<file path="src/rtl/case_decoder_pkg.sv">
// -----------------------------------------------------------------------------
// case_decoder_pkg
//   Shared constants for the programmable case decoder.
//   MODE_PRIORITY : lowest-index matching entry supplies the output mask.
//   MODE_OR       : output mask is the bitwise OR of every matching entry.
//   The {en, code, mask} table-entry record depends on IN_W/OUT_W.
//   It is therefore declared as entry_t inside case_decoder_entry, where
//   those widths are known.
// -----------------------------------------------------------------------------
package case_decoder_pkg;

   localparam int MODE_PRIORITY = 0;
   localparam int MODE_OR       = 1;

endpackage

</file>
<file path="src/rtl/case_decoder_entry.sv">
// -----------------------------------------------------------------------------
// case_decoder_entry
//   One match-table entry {en, code, mask} plus its saturating hit counter.
//   Ports:
//     clk, rst    clock, asynchronous active-high reset
//     wr_i        write strobe already decoded for this entry
//     wr_en_i     valid bit to store
//     wr_code_i   code to store
//     wr_mask_i   mask to store
//     code_i      lookup code
//     inc_i       count one hit this cycle
//     match_o     entry is valid and its code equals code_i
//     mask_o      stored mask
//     cnt_o       hit counter value
// -----------------------------------------------------------------------------
module case_decoder_entry #(
   parameter int IN_W  = 3,
   parameter int OUT_W = 4,
   parameter int CNT_W = 8
) (
   input  logic             clk,
   input  logic             rst,
   input  logic             wr_i,
   input  logic             wr_en_i,
   input  logic [IN_W-1:0]  wr_code_i,
   input  logic [OUT_W-1:0] wr_mask_i,
   input  logic [IN_W-1:0]  code_i,
   input  logic             inc_i,
   output logic             match_o,
   output logic [OUT_W-1:0] mask_o,
   output logic [CNT_W-1:0] cnt_o
);

   typedef struct packed {
      logic             en;
      logic [IN_W-1:0]  code;
      logic [OUT_W-1:0] mask;
   } entry_t;

   entry_t           entry_q, entry_d;
   logic [CNT_W-1:0] cnt_q, cnt_d;

   always_comb begin
      entry_d = entry_q;
      cnt_d   = cnt_q;
      if (wr_i) begin
         entry_d.en   = wr_en_i;
         entry_d.code = wr_code_i;
         entry_d.mask = wr_mask_i;
         // A rewrite restarts the statistics, even if the old entry hit this cycle.
         cnt_d        = '0;
      end else if (inc_i && (cnt_q != {CNT_W{1'b1}})) begin
         cnt_d = cnt_q + 1'b1;
      end
   end

   always_ff @(posedge clk or posedge rst) begin
      if (rst) begin
         entry_q <= '0;
         cnt_q   <= '0;
      end else begin
         entry_q <= entry_d;
         cnt_q   <= cnt_d;
      end
   end

   // Compare against the registered table, so a same-cycle write is not yet visible.
   assign match_o = entry_q.en && (entry_q.code == code_i);
   assign mask_o  = entry_q.mask;
   assign cnt_o   = cnt_q;

endmodule

</file>
<file path="src/rtl/case_decoder_pipe.sv">
// -----------------------------------------------------------------------------
// case_decoder_pipe
//   Programmable code-to-mask decoder with a registered valid/ready output.
//   The table has ENTRIES run-time loadable entries, each with a hit counter.
//   Ports:
//     clk, rst                         clock, asynchronous active-high reset
//     cfg_we/idx/en/code/mask          table write port (idx >= ENTRIES ignored)
//     in_valid, in_code, in_ready      input handshake
//     out_valid, out_ready             output handshake
//     out_y, out_hit, out_idx          decoded mask, hit flag, lowest match index
//     cnt_idx, cnt_val                 combinational hit-counter read
// -----------------------------------------------------------------------------
module case_decoder_pipe
   import case_decoder_pkg::*;
#(
   parameter int               IN_W      = 3,
   parameter int               OUT_W     = 4,
   parameter int               ENTRIES   = 4,
   parameter int               MODE      = MODE_PRIORITY,
   parameter logic [OUT_W-1:0] DEFAULT_Y = '0,
   parameter int               CNT_W     = 8,
   localparam int              IDX_W     = $clog2(ENTRIES)
) (
   input  logic             clk,
   input  logic             rst,
   input  logic             cfg_we,
   input  logic [IDX_W-1:0] cfg_idx,
   input  logic             cfg_en,
   input  logic [IN_W-1:0]  cfg_code,
   input  logic [OUT_W-1:0] cfg_mask,
   input  logic             in_valid,
   input  logic [IN_W-1:0]  in_code,
   output logic             in_ready,
   output logic             out_valid,
   input  logic             out_ready,
   output logic [OUT_W-1:0] out_y,
   output logic             out_hit,
   output logic [IDX_W-1:0] out_idx,
   input  logic [IDX_W-1:0] cnt_idx,
   output logic [CNT_W-1:0] cnt_val
);

   logic [ENTRIES-1:0] match;
   logic [ENTRIES-1:0] cnt_inc;
   logic [ENTRIES-1:0] win_onehot;
   logic [OUT_W-1:0]   mask_arr [ENTRIES];
   logic [CNT_W-1:0]   cnt_arr  [ENTRIES];

   logic               accept;
   logic               hit;
   logic               found;
   logic [IDX_W-1:0]   win_idx;
   logic [OUT_W-1:0]   win_mask;
   logic [OUT_W-1:0]   or_mask;
   logic [OUT_W-1:0]   y_sel;

   logic               out_valid_q, out_valid_d;
   logic [OUT_W-1:0]   out_y_q, out_y_d;
   logic               out_hit_q, out_hit_d;
   logic [IDX_W-1:0]   out_idx_q, out_idx_d;

   assign in_ready = !out_valid_q || out_ready;
   assign accept   = in_valid && in_ready;

   // Entry index decode: indices >= ENTRIES match no entry, so those writes fall away.
   generate
      for (genvar gi = 0; gi < ENTRIES; gi++) begin : g_entry
         case_decoder_entry #(
            .IN_W  (IN_W),
            .OUT_W (OUT_W),
            .CNT_W (CNT_W)
         ) u_entry (
            .clk       (clk),
            .rst       (rst),
            .wr_i      (cfg_we && (cfg_idx == IDX_W'(gi))),
            .wr_en_i   (cfg_en),
            .wr_code_i (cfg_code),
            .wr_mask_i (cfg_mask),
            .code_i    (in_code),
            .inc_i     (cnt_inc[gi]),
            .match_o   (match[gi]),
            .mask_o    (mask_arr[gi]),
            .cnt_o     (cnt_arr[gi])
         );
      end
   endgenerate

   // Lowest-index winner and OR of all matches are both built.
   // MODE then selects which one drives the output and the counters.
   always_comb begin
      found      = 1'b0;
      win_idx    = '0;
      win_mask   = '0;
      win_onehot = '0;
      or_mask    = '0;
      for (int i = 0; i < ENTRIES; i++) begin
         if (match[i]) begin
            or_mask = or_mask | mask_arr[i];
            if (!found) begin
               found         = 1'b1;
               win_idx       = IDX_W'(i);
               win_mask      = mask_arr[i];
               win_onehot[i] = 1'b1;
            end
         end
      end
      hit = found;
      if (!hit)
         y_sel = DEFAULT_Y;
      else if (MODE == MODE_OR)
         y_sel = or_mask;
      else
         y_sel = win_mask;
      if (!accept)
         cnt_inc = '0;
      else if (MODE == MODE_OR)
         cnt_inc = match;
      else
         cnt_inc = win_onehot;
   end

   // The output stage loads whenever the consumer can make room.
   // Otherwise it holds, which keeps out_* stable while stalled.
   always_comb begin
      out_valid_d = out_valid_q;
      out_y_d     = out_y_q;
      out_hit_d   = out_hit_q;
      out_idx_d   = out_idx_q;
      if (in_ready) begin
         out_valid_d = in_valid;
         if (in_valid) begin
            out_y_d   = y_sel;
            out_hit_d = hit;
            out_idx_d = win_idx;
         end
      end
   end

   always_ff @(posedge clk or posedge rst) begin
      if (rst) begin
         out_valid_q <= 1'b0;
         out_y_q     <= '0;
         out_hit_q   <= 1'b0;
         out_idx_q   <= '0;
      end else begin
         out_valid_q <= out_valid_d;
         out_y_q     <= out_y_d;
         out_hit_q   <= out_hit_d;
         out_idx_q   <= out_idx_d;
      end
   end

   assign out_valid = out_valid_q;
   assign out_y     = out_y_q;
   assign out_hit   = out_hit_q;
   assign out_idx   = out_idx_q;

   // Compare-and-select read, so a cnt_idx beyond the table reads 0 rather than out of range.
   always_comb begin
      cnt_val = '0;
      for (int i = 0; i < ENTRIES; i++) begin
         if (cnt_idx == IDX_W'(i))
            cnt_val = cnt_arr[i];
      end
   end

endmodule

</file>
<file path="config.mk">
export PLATFORM = sky130hd
export DESIGN_NAME = case_decoder_pipe
export DESIGN_NICKNAME = d
export VERILOG_FILES = /design/src/rtl/case_decoder_pkg.sv /design/src/rtl/case_decoder_entry.sv /design/src/rtl/case_decoder_pipe.sv
export SDC_FILE = /design/constraint.sdc
export NUM_CORES = 1
export LEC_CHECK = 0
export CAP_MARGIN = 15
export CELL_PAD_IN_SITES_DETAIL_PLACEMENT = 1
export CELL_PAD_IN_SITES_GLOBAL_PLACEMENT = 1
export CORE_UTILIZATION = 51
export CTS_CLUSTER_SIZE = 30
export DETAILED_ROUTE_END_ITERATION = 8
export PLACE_DENSITY_LB_ADDON = 0.2
export SLEW_MARGIN = 15
export SYNTH_ARGS = -nofsm -noshare
export SYNTH_HDL_FRONTEND = slang
export SYNTH_HIERARCHICAL = 1
export SYNTH_SLANG_ARGS = --single-unit
</file>
<file path="constraint.sdc">
create_clock -name clk -period 4.8 [get_ports clk]
set_input_delay 0.96 -clock clk [delete_from_list [all_inputs] [get_ports clk]]
set_output_delay 0.96 -clock clk [all_outputs]
set_load 0.02 [all_outputs]
</file>
==> summary.txt <==
status: completed
Hold Path Origin: g_entry[2].u_entry/entry_q[7]
Cell variety after synth: 40
worst setup path category: in -> out
CTS Sinks: 72
PwrDens: 330 nW/um^2
die height: 92.6 um
crit path max fanout: 8
pins over their slew limit: 0
Initial DRC Count: 100
antenna viol nets, final: 0
first-pass GRT wire length: 16500 um
CTS clk-pin slew, worst paths: 0.08 ns
PostCTS Resize Cnt: 0
hold_ws: 0.512 ns
Post-synth EDFFs: 0
crit path capture type: output port
final worst slack: 0.955 ns
total track usage: 0.253
Worst Skew: 0.00640 ns
Peak Freq: 260 MHz
I/O pins: 37
Max-Cap Viols: 0
routed vias/inst: 6.03
DRC errors left: 0
CTS tree: yes
Leak Pwr: 1.92 nW
Primary FF master, synth: dfrtp_1
Final Non-Filler Cells: 480
largest net degree at the start of global routing: 19
maximum vdd ir drop: 0.000155 V
RSZ-0062 raised after global routing: no
Post-synth ARST share: 1.00
die width: 92.6 um
WL final: 9740 um
commonest cells after routing, fill and taps aside: dfrtp_1, clkdlybuf4s50_1, mux2_2
grt ovf: 0
antenna violations before repair: 0
setup TNS: 0 ns
post-placement setup slack: 0.934 ns
hpwl dp: 6990 um
Die ar.: 8580 sq um
Root Buffer: clkbuf_8
final setup fails: 0
Syn Nets: 380
area grow syn2layout: 11.0%
synthesized instance count: 356
routability cong.: 0.785
TritonCTS Buffers: 9
H-tree levels: 3
Worst slew margin: 0.425
antenna cells: 0
startpoint types: primary input
clock latency on the worst-skew pair: 0.35 ns
Hold WC Path Type: reg -> reg
Req. time, crit path: 3.84 ns
Seq/Total Area, Yosys: 0.430
fin crit share: 0.801
Fin. Hold Viols: 0
Mapped Area: 4190 sq um
share of cells above drive strength 1: 0.262
Critical Path Source: cnt_idx[0]
vias in the first global route: 3147
commonest non-fill, non-tap cell in the layout: dfrtp_1
core region area: 7850 sq um
drt wl/cell: 20.3 um
Vias: 2893
Yosys Warn Count: 6
dpl cells: 464
fin nets: 397
critical path arrival: 2.88 ns
Max clock buf depth: 2
post-route minimum period: 3.84 ns
Port Buf Inserts: 36
Total Power: 1.54 mW
syn_area_per_cell: 11.8 sq um
Hold Buf Count CTS: 0
Setup Buffers After CTS: 0
DRT Pass-1 Iters: 4
worst slew pin tran: 0.862 ns
Filler cells: 825
Initial Utilization: 0.534
Worst R2R Start: g_entry[3].u_entry/entry_q[6]
row count: 32
#FFs+latches synth: 72
where the power goes:
part           internal, mW  switching (mW)
clock network         0.256           0.240
logic                 0.162           0.140
registers             0.682          0.0550
per-stage QoR:
| step | cell area [sq um] | util |
|---|---|---|
| after floorplan | 4190 | - |
| after global placement | 4450 | 0.566 |
| after detailed placement | 4450 | 0.566 |
| after CTS | 4650 | 0.593 |
| after global routing | 4650 | 0.593 |
| final | 4650 | 0.593 |
logic make-up after synthesis:
logic type	count (synthesis)	synth area share
AOI/OAI and AO/OA	67	0.128
xor gates and xnor gates	12	0.0251
adders and majority gates	4	0.0119
buffers and inverters	49	0.0794
DFF	72	0.430
muxes	50	0.160
and+or+nand+nor	102	0.165
metal layers:
layer  global-route usage  vias to the layer above  wire [um]
li1                     -                     1344          -
met1                0.336                     1495       4540
met2                0.428                       42       4880
met3               0.0427                       12        189
met4               0.0731                        0        135
met5                    0                        -          0
registers in the layout (all words and copies together), names as in the netlist:
register and flops:
g_entry.u_entry/cnt_o 32, g_entry.u_entry/entry_q 16, g_entry.u_entry/mask_o 16, out_y 4
out_idx 2, out_hit 1, out_valid 1
cell type report:
type	count	area, sq um	area share
Clock buffer	10	138	0.0296
Sequential cell	72	1800	0.387
Tap cell	102	128	0.0274
Clock inverter	6	68.8	0.0148
Inverter	14	52.6	0.0113
Timing Repair Buffer	41	398	0.0855
Multi-Input combinational cell	235	2070	0.444
Yosys cell counts, types with 5 or more instances:
cell / instances / area (sq um)
a211oi_1: 8 / 60.1
a21oi_1: 14 / 70.1
a31oi_1: 21 / 131
and2_1: 5 / 31.3
and3_1: 7 / 43.8
and4_2: 8 / 80.1
buf_2: 5 / 25.0
buf_4: 20 / 150
buf_6: 9 / 101
dfrtp_1: 72 / 1800
inv_1: 14 / 52.6
mux2_2: 32 / 360
mux2_4: 6 / 90.1
mux4_2: 8 / 180
nand2_1: 18 / 67.6
nand2b_1: 11 / 68.8
nor2_1: 7 / 26.3
nor3_1: 10 / 50.1
o21bai_1: 8 / 60.1
xor2_1: 8 / 70.1
final timing paths:
| check | endpoint | depth (start not counted) | slack, ns |
|---|---|---|---|
| worst min-delay path | g_entry[2].u_entry/entry_q[7] | 1 | 0.51 |
| min in group asynchronous | out_idx[0] | 2 | 0.96 |
| worst max-delay path | cnt_val[1] | 3 | 0.96 |
| worst max register to register | g_entry[3].u_entry/cnt_o[7] | 7 | 2.20 |
| worst min register to register | g_entry[2].u_entry/entry_q[7] | 1 | 0.51 |
| max in group asynchronous | g_entry[1].u_entry/cnt_o[1] | 2 | 3.13 |
worst max-delay path, cell delays in order:
cell,delay (ns)
clkdlybuf4s50_1,0.79
mux4_2,0.57
clkdlybuf4s50_1,0.56
Power figures use the tool's default switching activity.
